[src/rtl/udp_tx_arbiter.sv]
// Frame-level round-robin arbiter sharing one byte-wide AXI-Stream MAC TX port between NUM_SRC sources.
// Optional macro UDP_TX_ARB_ACK_PRIO_EN: source 0 (ACK) wins every idle arbitration it requests.
module udp_tx_arbiter #(
    parameter int NUM_SRC    = 3,
    parameter int GAP_CYCLES = 1
) (
    input  logic                 clk,
    input  logic                 rst,
    input  logic [8*NUM_SRC-1:0] s_tdata,
    input  logic [NUM_SRC-1:0]   s_tvalid,
    input  logic [NUM_SRC-1:0]   s_tlast,
    output logic [NUM_SRC-1:0]   s_tready,
    output logic [7:0]           m_tdata,
    output logic                 m_tvalid,
    output logic                 m_tlast,
    input  logic                 m_tready,
    output logic [NUM_SRC-1:0]   o_grant,
    output logic                 o_busy,
    output logic [NUM_SRC-1:0]   o_frame_done
);

    localparam int PW = $clog2(NUM_SRC);

    typedef enum logic [1:0] {S_IDLE, S_XFER, S_GAP} state_t;

    state_t             state, state_nxt;
    logic [NUM_SRC-1:0] grant, grant_nxt;
    logic [PW-1:0]      gidx, gidx_nxt;
    logic [PW-1:0]      rr_ptr, rr_ptr_nxt;
    logic [3:0]         gap_cnt, gap_cnt_nxt;

    logic [NUM_SRC-1:0] req;
    logic               win_vld;
    logic [PW-1:0]      win_idx;
    logic [PW:0]        idx;
    logic               beat, last_beat;

    // Combinational datapath; a zero grant forces every output to 0.
    always_comb begin
        m_tdata  = '0;
        m_tvalid = 1'b0;
        m_tlast  = 1'b0;
        for (int i = 0; i < NUM_SRC; i++) begin
            if (grant[i]) begin
                m_tdata  = m_tdata | s_tdata[8*i +: 8];
                m_tvalid = m_tvalid | s_tvalid[i];
                m_tlast  = m_tlast | s_tlast[i];
            end
        end
    end

    assign s_tready     = grant & {NUM_SRC{m_tready}};
    assign beat         = m_tvalid & m_tready;
    assign last_beat    = beat & m_tlast;
    assign o_frame_done = last_beat ? grant : '0;
    assign o_grant      = grant;
    assign o_busy       = (state == S_XFER);

    // Round-robin search from rr_ptr, wrapping at NUM_SRC.
    always_comb begin
        req = s_tvalid;
`ifdef UDP_TX_ARB_ACK_PRIO_EN
        req[0] = 1'b0;
`endif
        win_vld = 1'b0;
        win_idx = '0;
        idx     = '0;
        for (int k = 0; k < NUM_SRC; k++) begin
            idx = {1'b0, rr_ptr} + (PW+1)'(k);
            if (idx >= (PW+1)'(NUM_SRC))
                idx = idx - (PW+1)'(NUM_SRC);
            if (!win_vld && req[idx[PW-1:0]]) begin
                win_vld = 1'b1;
                win_idx = idx[PW-1:0];
            end
        end
`ifdef UDP_TX_ARB_ACK_PRIO_EN
        if (s_tvalid[0]) begin
            win_vld = 1'b1;
            win_idx = '0;
        end
`endif
    end

    // Arbitration and the gap count do not wait for m_tready: the MAC may hold
    // ready low until it sees valid. The idle arbitration cycle follows the gap.
    always_comb begin
        state_nxt   = state;
        grant_nxt   = grant;
        gidx_nxt    = gidx;
        rr_ptr_nxt  = rr_ptr;
        gap_cnt_nxt = gap_cnt;
        case (state)
            S_IDLE: begin
                if (win_vld) begin
                    state_nxt = S_XFER;
                    grant_nxt = NUM_SRC'(1) << win_idx;
                    gidx_nxt  = win_idx;
                end
            end
            S_XFER: begin
                if (last_beat) begin
                    grant_nxt   = '0;
                    gap_cnt_nxt = '0;
                    state_nxt   = (GAP_CYCLES == 0) ? S_IDLE : S_GAP;
`ifdef UDP_TX_ARB_ACK_PRIO_EN
                    if (gidx != '0)
`endif
                        rr_ptr_nxt = (gidx == PW'(NUM_SRC-1)) ? '0 : gidx + PW'(1);
                end
            end
            S_GAP: begin
                if (gap_cnt == 4'(GAP_CYCLES-1)) begin
                    state_nxt   = S_IDLE;
                    gap_cnt_nxt = '0;
                end else begin
                    gap_cnt_nxt = gap_cnt + 4'd1;
                end
            end
            default: state_nxt = S_IDLE;
        endcase
    end

    always_ff @(posedge clk) begin
        if (rst) begin
            state   <= S_IDLE;
            grant   <= '0;
            gidx    <= '0;
            rr_ptr  <= '0;
            gap_cnt <= '0;
        end else begin
            state   <= state_nxt;
            grant   <= grant_nxt;
            gidx    <= gidx_nxt;
            rr_ptr  <= rr_ptr_nxt;
            gap_cnt <= gap_cnt_nxt;
        end
    end

    a_grant_onehot: assert property (@(posedge clk) disable iff (rst) $onehot0(o_grant));
    a_busy_grant:   assert property (@(posedge clk) disable iff (rst) o_busy == (o_grant != '0));

endmodule
[config.mk]
export PLATFORM = sky130hd
export DESIGN_NAME = udp_tx_arbiter
export DESIGN_NICKNAME = d
export VERILOG_FILES = /design/src/rtl/udp_tx_arbiter.sv
export SDC_FILE = /design/constraint.sdc
export NUM_CORES = 1
export LEC_CHECK = 0
export ABC_AREA = 1
export CAP_MARGIN = 20
export CORE_MARGIN = 2
export CORE_UTILIZATION = 43
export CTS_CLUSTER_SIZE = 40
export DETAILED_ROUTE_END_ITERATION = 6
export PLACE_DENSITY = 0.92
export SYNTH_ARGS = -nofsm -noshare
export SYNTH_HDL_FRONTEND = slang
export SYNTH_SLANG_ARGS = --single-unit
[constraint.sdc]
create_clock -name clk -period 5.35 [get_ports clk]
set_clock_uncertainty 0.2 [all_clocks]
set_input_delay 0.8025 -clock clk [delete_from_list [all_inputs] [get_ports clk]]
set_output_delay 0.8025 -clock clk [all_outputs]
set_load 0.05 [all_outputs]
---- Word-level counts from Yosys, hierarchy flattened ----
Cells that the tools add are included.
word-level totals
  register bits after elaboration ......... 13
  input port bits ......................... 33
  output and inout bits ................... 20
operators by class
  add/sub/neg operators ................... 7
  $lt $le $gt $ge ......................... 6
  equal/unequal tests ..................... 6
  shift operators ......................... 1
  multiplexer cells ....................... 36
  bitwise operators ....................... 9
  reduce and logical (&&, ||, !) cells .... 13
operators by type and width
  cell                 number
  $mux 8               3
  $mux 2               10
  $or 8x8->8           2
  $mux 1               12
  $lt 2x3->1 const B   3
  $mux 3               3
  $mux 4               2
  $pmux 4 s2           1
  $bmux 1 s2           3
  $ge 3x2->1 const B   2
  $pmux 2 s3           1
  $pmux 3 s2           1
  $reduce_and 2->1     3
  $reduce_and 3->1     2
  $sub 2x2->2 const B  3
  $add 4x1->4 const B  1
  $eq 2x2->1 const B   2
  $logic_not 4->1      1
  $ne 2x2->1 const B   2
  $or 1x1->1           4
  $reduce_bool 2->1    2
  $add 2x1->3 const B  1
  $add 2x2->3 const B  1
  $and 3x3->3          1
  other kinds (9)      12

---- Depth between registers and ports, before layout ----
Gate-level depths: netlist of run 1.
  depth after elaboration ................. 14
  mapped depth ............................ 12

---- Worst setup path after synthesis of run 1 ----
No wires, ideal clock.
  kind .................................... in2out
  from .................................... in s_tvalid[1]
  to ...................................... out o_frame_done[0]
  arrival time ............................ 2310 ps
  required time ........................... 4348 ps
  setup slack ............................. 2038 ps
  cell stages on the path ................. 4
  path buffers ............................ 0
  path through ............................ inv_2 > o211ai_2 > nand3_1 > nor2_1
between the ends
  longest elaborated chain between the ends .. 7
RTL lines
  element          RTL line  RTL
  start, declared  10        input logic [NUM_SRC-1:0] s_tvalid,
  $or 1x1->1 (*)   46        m_tvalid = m_tvalid | s_tvalid[i];
  $mux 1 (*)       44        if (grant[i]) begin
  $or 1x1->1       46
  $mux 1 (*)       44
  net m_tvalid     14        output logic m_tvalid,
  $and 1x1->1 (*)  53        assign beat = m_tvalid & m_tready;
  $and 1x1->1 (*)  54        assign last_beat = beat & m_tlast;
  $mux 3 (*)       55        assign o_frame_done = last_beat ? grant : '0;
  end, declared    19        output logic [NUM_SRC-1:0] o_frame_done
Mark *: on every way through the listed nets, which the timed path passes. The rest lies on a longest branch.

---- Final worst setup path of run 1 ----
  from .................................... in s_tvalid[1]
  to ...................................... out o_frame_done[0]
between the ends
  longest elaborated chain between the ends .. 7
RTL lines
  element          RTL line
  $or 1x1->1 (*)   46
  $mux 1 (*)       44
  $or 1x1->1       46
  $mux 1 (*)       44
  $and 1x1->1 (*)  53
  $and 1x1->1 (*)  54
  $mux 3 (*)       55
Mark *: on every way between the ends. The rest lies on a longest branch, timed or not.

==> results.cfg, run 1 <==
[die]
dieWidth_um = 53.1
placementRows = 17
start_util = 0.460
dieArea_mm2 = 0.00282
pin_count = 53
die_h_um = 53.1
core_area_mm2 = 0.00225

[min_path]
min_from = gidx[1]$_SDFFE_PP0P_
hold_path_end = gidx[1]$_SDFFE_PP0P_
hp-class = reg -> reg
hold_depth = 2

[timing]
slew_violations = 0
fmax_mhz = 271
finalHoldWorstSlack_ns = 0.282
rsz0062_at_grt = false
hold_viol_final = 0
period_minus_slack_ns = 3.69
maxSlewHeadroom = 0.643
worst_pin_slew_ns = 0.535
setup_viol = 0
fin_crit_sh = 0.690
final.setup.tns_ns = 0
setup_ws_ns = 1.66

[drt]
drc = 0
drt_wl_total_mm = 3.02
drt_iter0_markers = 22
vias = 1223
drt-pass1-iter-count = 4
wl_per_cell_um = 12.2
viasPerCell = 4.93
drtAntennaViolNets = 0

[setup_path]
cp.required_ns = 4.35
r2r_cells = 5
worstPathArrival_ns = 2.69
r2r_end = rr_ptr[1]$_SDFFE_PP0P_
path_class = in -> out
regToRegSetupSlack_ns = 3.43
start_kind = input pin
cp_max_fo = 4
r2r_start = o_grant[1]$_SDFFE_PP0P_
endpoint_kind = primary output

[placement]
dp_cells = 244
hpwl_mm = 2.42
dp_slack_ns = 1.65
placedInstanceArea_mm2 = 0.00157
gp_congestion = 0.764
portBuffers = 52

[layout]
drive_gt1_frac = 0.114
area_growth_pct = 54.0
final_nets = 259
fin_cells = 248
diodes = 0
fillers = 208
fin_area_mm2 = 0.00160

[synth]
synthesis.area_mm2 = 0.00104
synth_seq_cells = 13
yosys.area.top_type = dfxtp_1
yosysMostFrequentCell = nand2_1
syn_inst = 169
syn_nets = 207
synth_area_leaders = dfxtp_1, nand2_1, nand3_1
ys_types = 28
synth-edff-count = 0
ys_top_cells_by_count = nand2_1, nand3_1, inv_1, dfxtp_1, nor2_1
yosysWarningCount = 0
synthArstFlopShare = 0
ys.flop_type = dfxtp_1
synth_top_cell_area_share = 0.251
yosysSeqAreaShare = 0.251
syn_avg_cell_area_um2 = 6.14

[power_and_ir_drop]
vdd_drop_max_mv = 0.144
p_leak_nw = 0.683
power.density_mw_per_mm2 = 188

[global_route]
grt_overflow = 0
grt_max_degree = 15
antenna_found_initial = 0
grt_first_pass_wirelength_mm = 4.61
grt_pass1_vias = 1017
grt_use_total = 0.225

[cts]
cts_root_buf = clkbuf_4
insertion_delay_ns = 0.29
clkSinkCount = 13
clockBufferDepth = 2
ctsResizeCount = 0
cts_buffers = 3
cts_setup_buffers = 0
cts_hold_buffers = 0
clk_pin_slew_worst_paths_ns = 0.08
h-tree-depth = 1
cts_tree = done

[outcome]
status = finished clean

[flow_run]
maxCapViolCount = 0
## stage by stage
| step | power [W] | utilization |
|---|---|---|
| 3_3_place_gp | 0.000239 | 0.697 |
| 5_1_grt | 0.000315 | 0.709 |
| 6_report | 0.000300 | 0.709 |
| 3_5_place_dp | 0.000240 | 0.697 |
| 2_1_floorplan | 0.000185 | - |
| 4_1_cts | 0.000303 | 0.709 |
## cells in the final DEF, fill, tap and decap left out, types with 2 or more instances in the layout
master / synthesis / final
a21oi_1: 10 / 10
a21oi_2: 2 / 2
clkbuf_4: 0 / 3
clkdlybuf4s50_1: 0 / 52
dfxtp_1: 13 / 13
ha_1: 5 / 5
inv_1: 16 / 16
inv_2: 6 / 6
nand2_1: 53 / 53
nand2_2: 5 / 5
nand3_1: 24 / 24
nand3_2: 2 / 2
nor2_1: 12 / 12
nor2_2: 2 / 2
## flip-flops by register name, summed over array words and instances (netlist names)
register,cells
gap_cnt,4
state,2
rr_ptr,2
o_grant,3
gidx,2
## cell type report
type,instances,area (um2),area share
multi-input cells,129,673,0.421
repair buffers,52,520,0.326
flip-flops and latches,13,260,0.163
inverters,22,82.6,0.0517
well taps,28,35.0,0.0219
clock buffers,4,26.3,0.0164
## power by group
group	internal (W)	switching, W	leakage, nW
registers	0.000100	0.00000757	0.106
clock network	0.0000291	0.0000336	0.0150
logic	0.0000532	0.0000768	0.562
total	0.000182	0.000118	0.683
## worst max-delay path, stage by stage
cell and delay, ns:
clkdlybuf4s50_1 0.51, inv_2 0.06, o211ai_2 0.20, nand3_1 0.18, nor2_1 0.13, clkdlybuf4s50_1 0.81
## worst max-delay path by stage
stage	start	to	slack [ns]
2_1_floorplan	s_tvalid[1]	o_frame_done[0]	2.04
3_3_place_gp	s_tvalid[1]	o_frame_done[1]	1.69
3_5_place_dp	s_tvalid[1]	o_frame_done[0]	1.65
4_1_cts	s_tvalid[1]	o_frame_done[0]	1.65
5_1_grt	s_tvalid[1]	o_frame_done[2]	1.51
6_report	s_tvalid[1]	o_frame_done[0]	1.66
## logic make-up after synthesis
kind of cell	synth area share
fa+ha+maj	0.0603
flops	0.251
buf+inv	0.100
compound gates	0.113
xor+xnor	0.00845
simple gates	0.467
## per-layer routing
layer | track usage | routed length, um | vias to the layer above
met5 | 0 | 0 | -
met4 | 0.0940 | 54 | 0
met3 | 0.0678 | 165 | 7
met2 | 0.377 | 1500 | 32
met1 | 0.266 | 1300 | 540
li1 | - | - | 644
No activity file was read; power rests on OpenSTA's default activity.
==> run 2, diff against run 1 <==
CORE_UTILIZATION = 39   (was 43)
PLACE_DENSITY = 0.85   (was 0.92)
clock period = 3.5 ns   (was 5.35 ns; I/O delays follow)
==> run 2 against run 1 <==
Clock-buffer cell count fell by 1. Critical endpoint is now m_tvalid. Non-clock buffer count did not move. Global-route usage fell by 3.5 points. Hold slack improved by 0.0042 ns. Final area fell by 0.23%. Utilization fell by 7.1 points.
==> results.cfg, run 2 (synthesis results as in run 1) <==
[timing]
final.setup.tns_ns = 0
slew_violations = 0
hold_viol_final = 0
setup_viol = 0
fmax_mhz = 346
fin_crit_sh = 0.826
worst_pin_slew_ns = 0.523
finalHoldWorstSlack_ns = 0.286
rsz0062_at_grt = false
period_minus_slack_ns = 2.89
maxSlewHeadroom = 0.650

[global_route]
antenna_found_initial = 0
grt_max_degree = 15
grt_use_total = 0.191
grt_pass1_vias = 1116
grt_first_pass_wirelength_mm = 4.85
grt_overflow = 0

[placement]
hpwl_mm = 2.20
placedInstanceArea_mm2 = 0.00157
gp_congestion = 0.749
portBuffers = 52

[cts]
cts_tree = done
clk_pin_slew_worst_paths_ns = 0.08
h-tree-depth = 1
cts_buffers = 3
cts_setup_buffers = 0
insertion_delay_ns = 0.29
clkSinkCount = 13
cts_hold_buffers = 0
clockBufferDepth = 2
ctsResizeCount = 0
cts_root_buf = clkbuf_4

[setup_path]
start_kind = input pin
endpoint = m_tvalid
path_common_cell = clkdlybuf4s50_1
crit_path_cell_trace = clkdlybuf4s50_1 -> inv_2 -> o211ai_2 -> clkdlybuf4s50_1
r2r_cells = 11
r2r_start = rr_ptr[0]$_SDFFE_PP0P_
critPathLaunch = s_tvalid[1]
crit_slowest_cell = clkdlybuf4s50_1
cp_slowest_stage_delay_ns = 0.85
r2r_end = gidx[0]$_SDFFE_PP0P_
endpoint_kind = primary output
path_class = in -> out
regToRegSetupSlack_ns = 1.60
cp.required_ns = 2.77
worstPathArrival_ns = 2.17
cp_max_fo = 3

[die]
dieArea_mm2 = 0.00309
die_h_um = 55.6
dieWidth_um = 55.6
pin_count = 53
placementRows = 18
start_util = 0.415
core_area_mm2 = 0.00250

[layout]
final_nets = 259
layout_commonest_cell = nand2_1
drive_gt1_frac = 0.132
diodes = 0
largest_reg_flops = 4
final_cell_mix = nand2_1, clkdlybuf4s50_1, nand3_1, inv_1, dfxtp_1
fin_area_mm2 = 0.00159
regMostFlops = gap_cnt
area_growth_pct = 53.7

[min_path]
hp-class = reg -> reg
hold_depth = 2

[power_and_ir_drop]
vdd_drop_max_mv = 0.254
power.density_mw_per_mm2 = 288
p_leak_nw = 0.692

[flow_run]
maxCapViolCount = 0

[drt]
drc = 0
drt-pass1-iter-count = 4
vias = 1178
drt_wl_total_mm = 2.84
drt_iter0_markers = 49
wl_per_cell_um = 11.4
viasPerCell = 4.71
drtAntennaViolNets = 0

[outcome]
status = finished clean
==> run 2: per-stage QoR <==
step / std cells / util / worst slack [ns] / power (W)
floorplan: 169 / - / 0.523 / 0.000283
global placement: 246 / 0.627 / 0.599 / 0.000365
detailed placement: 246 / 0.627 / 0.598 / 0.000366
CTS: 250 / 0.638 / 0.596 / 0.000463
global route: 250 / 0.638 / 0.542 / 0.000482
finish: 250 / 0.638 / 0.609 / 0.000460
==> run 2: area by class of cell <==
cell class	instances	area, um2
flip-flops and latches	13	260
well taps	30	37.5
multi-input cells	129	673
clock buffers	3	22.5
clock inverters	1	5.00
fillers	224	906
repair buffers	52	513
inverters	22	82.6
==> run 2: routing by layer <==
layer  GRT usage  up-vias  part of all wire
met2       0.316       37              0.46
met1       0.237      492              0.46
met5           0        -                 0
met4      0.0801        0             0.028
met3      0.0419        9             0.058
li1            -      640                 -
==> run 2: power by group <==
group	internal [W]	switching [W]
logic	0.0000812	0.000116
registers	0.000153	0.0000115
clock network	0.0000426	0.0000551
==> run 2: critical path: cells and delay by family <==
kind / cells / cell delay [ns]
AOI/OAI and AO/OA: 1 / 0.20
buffers and inverters: 3 / 1.44
==> run 2: how the worst min path moves through the flow <==
stage	from	end	slack (ns)
after floorplan	gidx[0]$_SDFFE_PP0P_	gidx[0]$_SDFFE_PP0P_	0.26
after global routing	gidx[0]$_SDFFE_PP0P_	gidx[0]$_SDFFE_PP0P_	0.32
after CTS	gidx[1]$_SDFFE_PP0P_	gidx[1]$_SDFFE_PP0P_	0.29
after detailed placement	gidx[1]$_SDFFE_PP0P_	gidx[1]$_SDFFE_PP0P_	0.27
final	gidx[1]$_SDFFE_PP0P_	gidx[1]$_SDFFE_PP0P_	0.29
after global placement	gidx[1]$_SDFFE_PP0P_	gidx[1]$_SDFFE_PP0P_	0.27
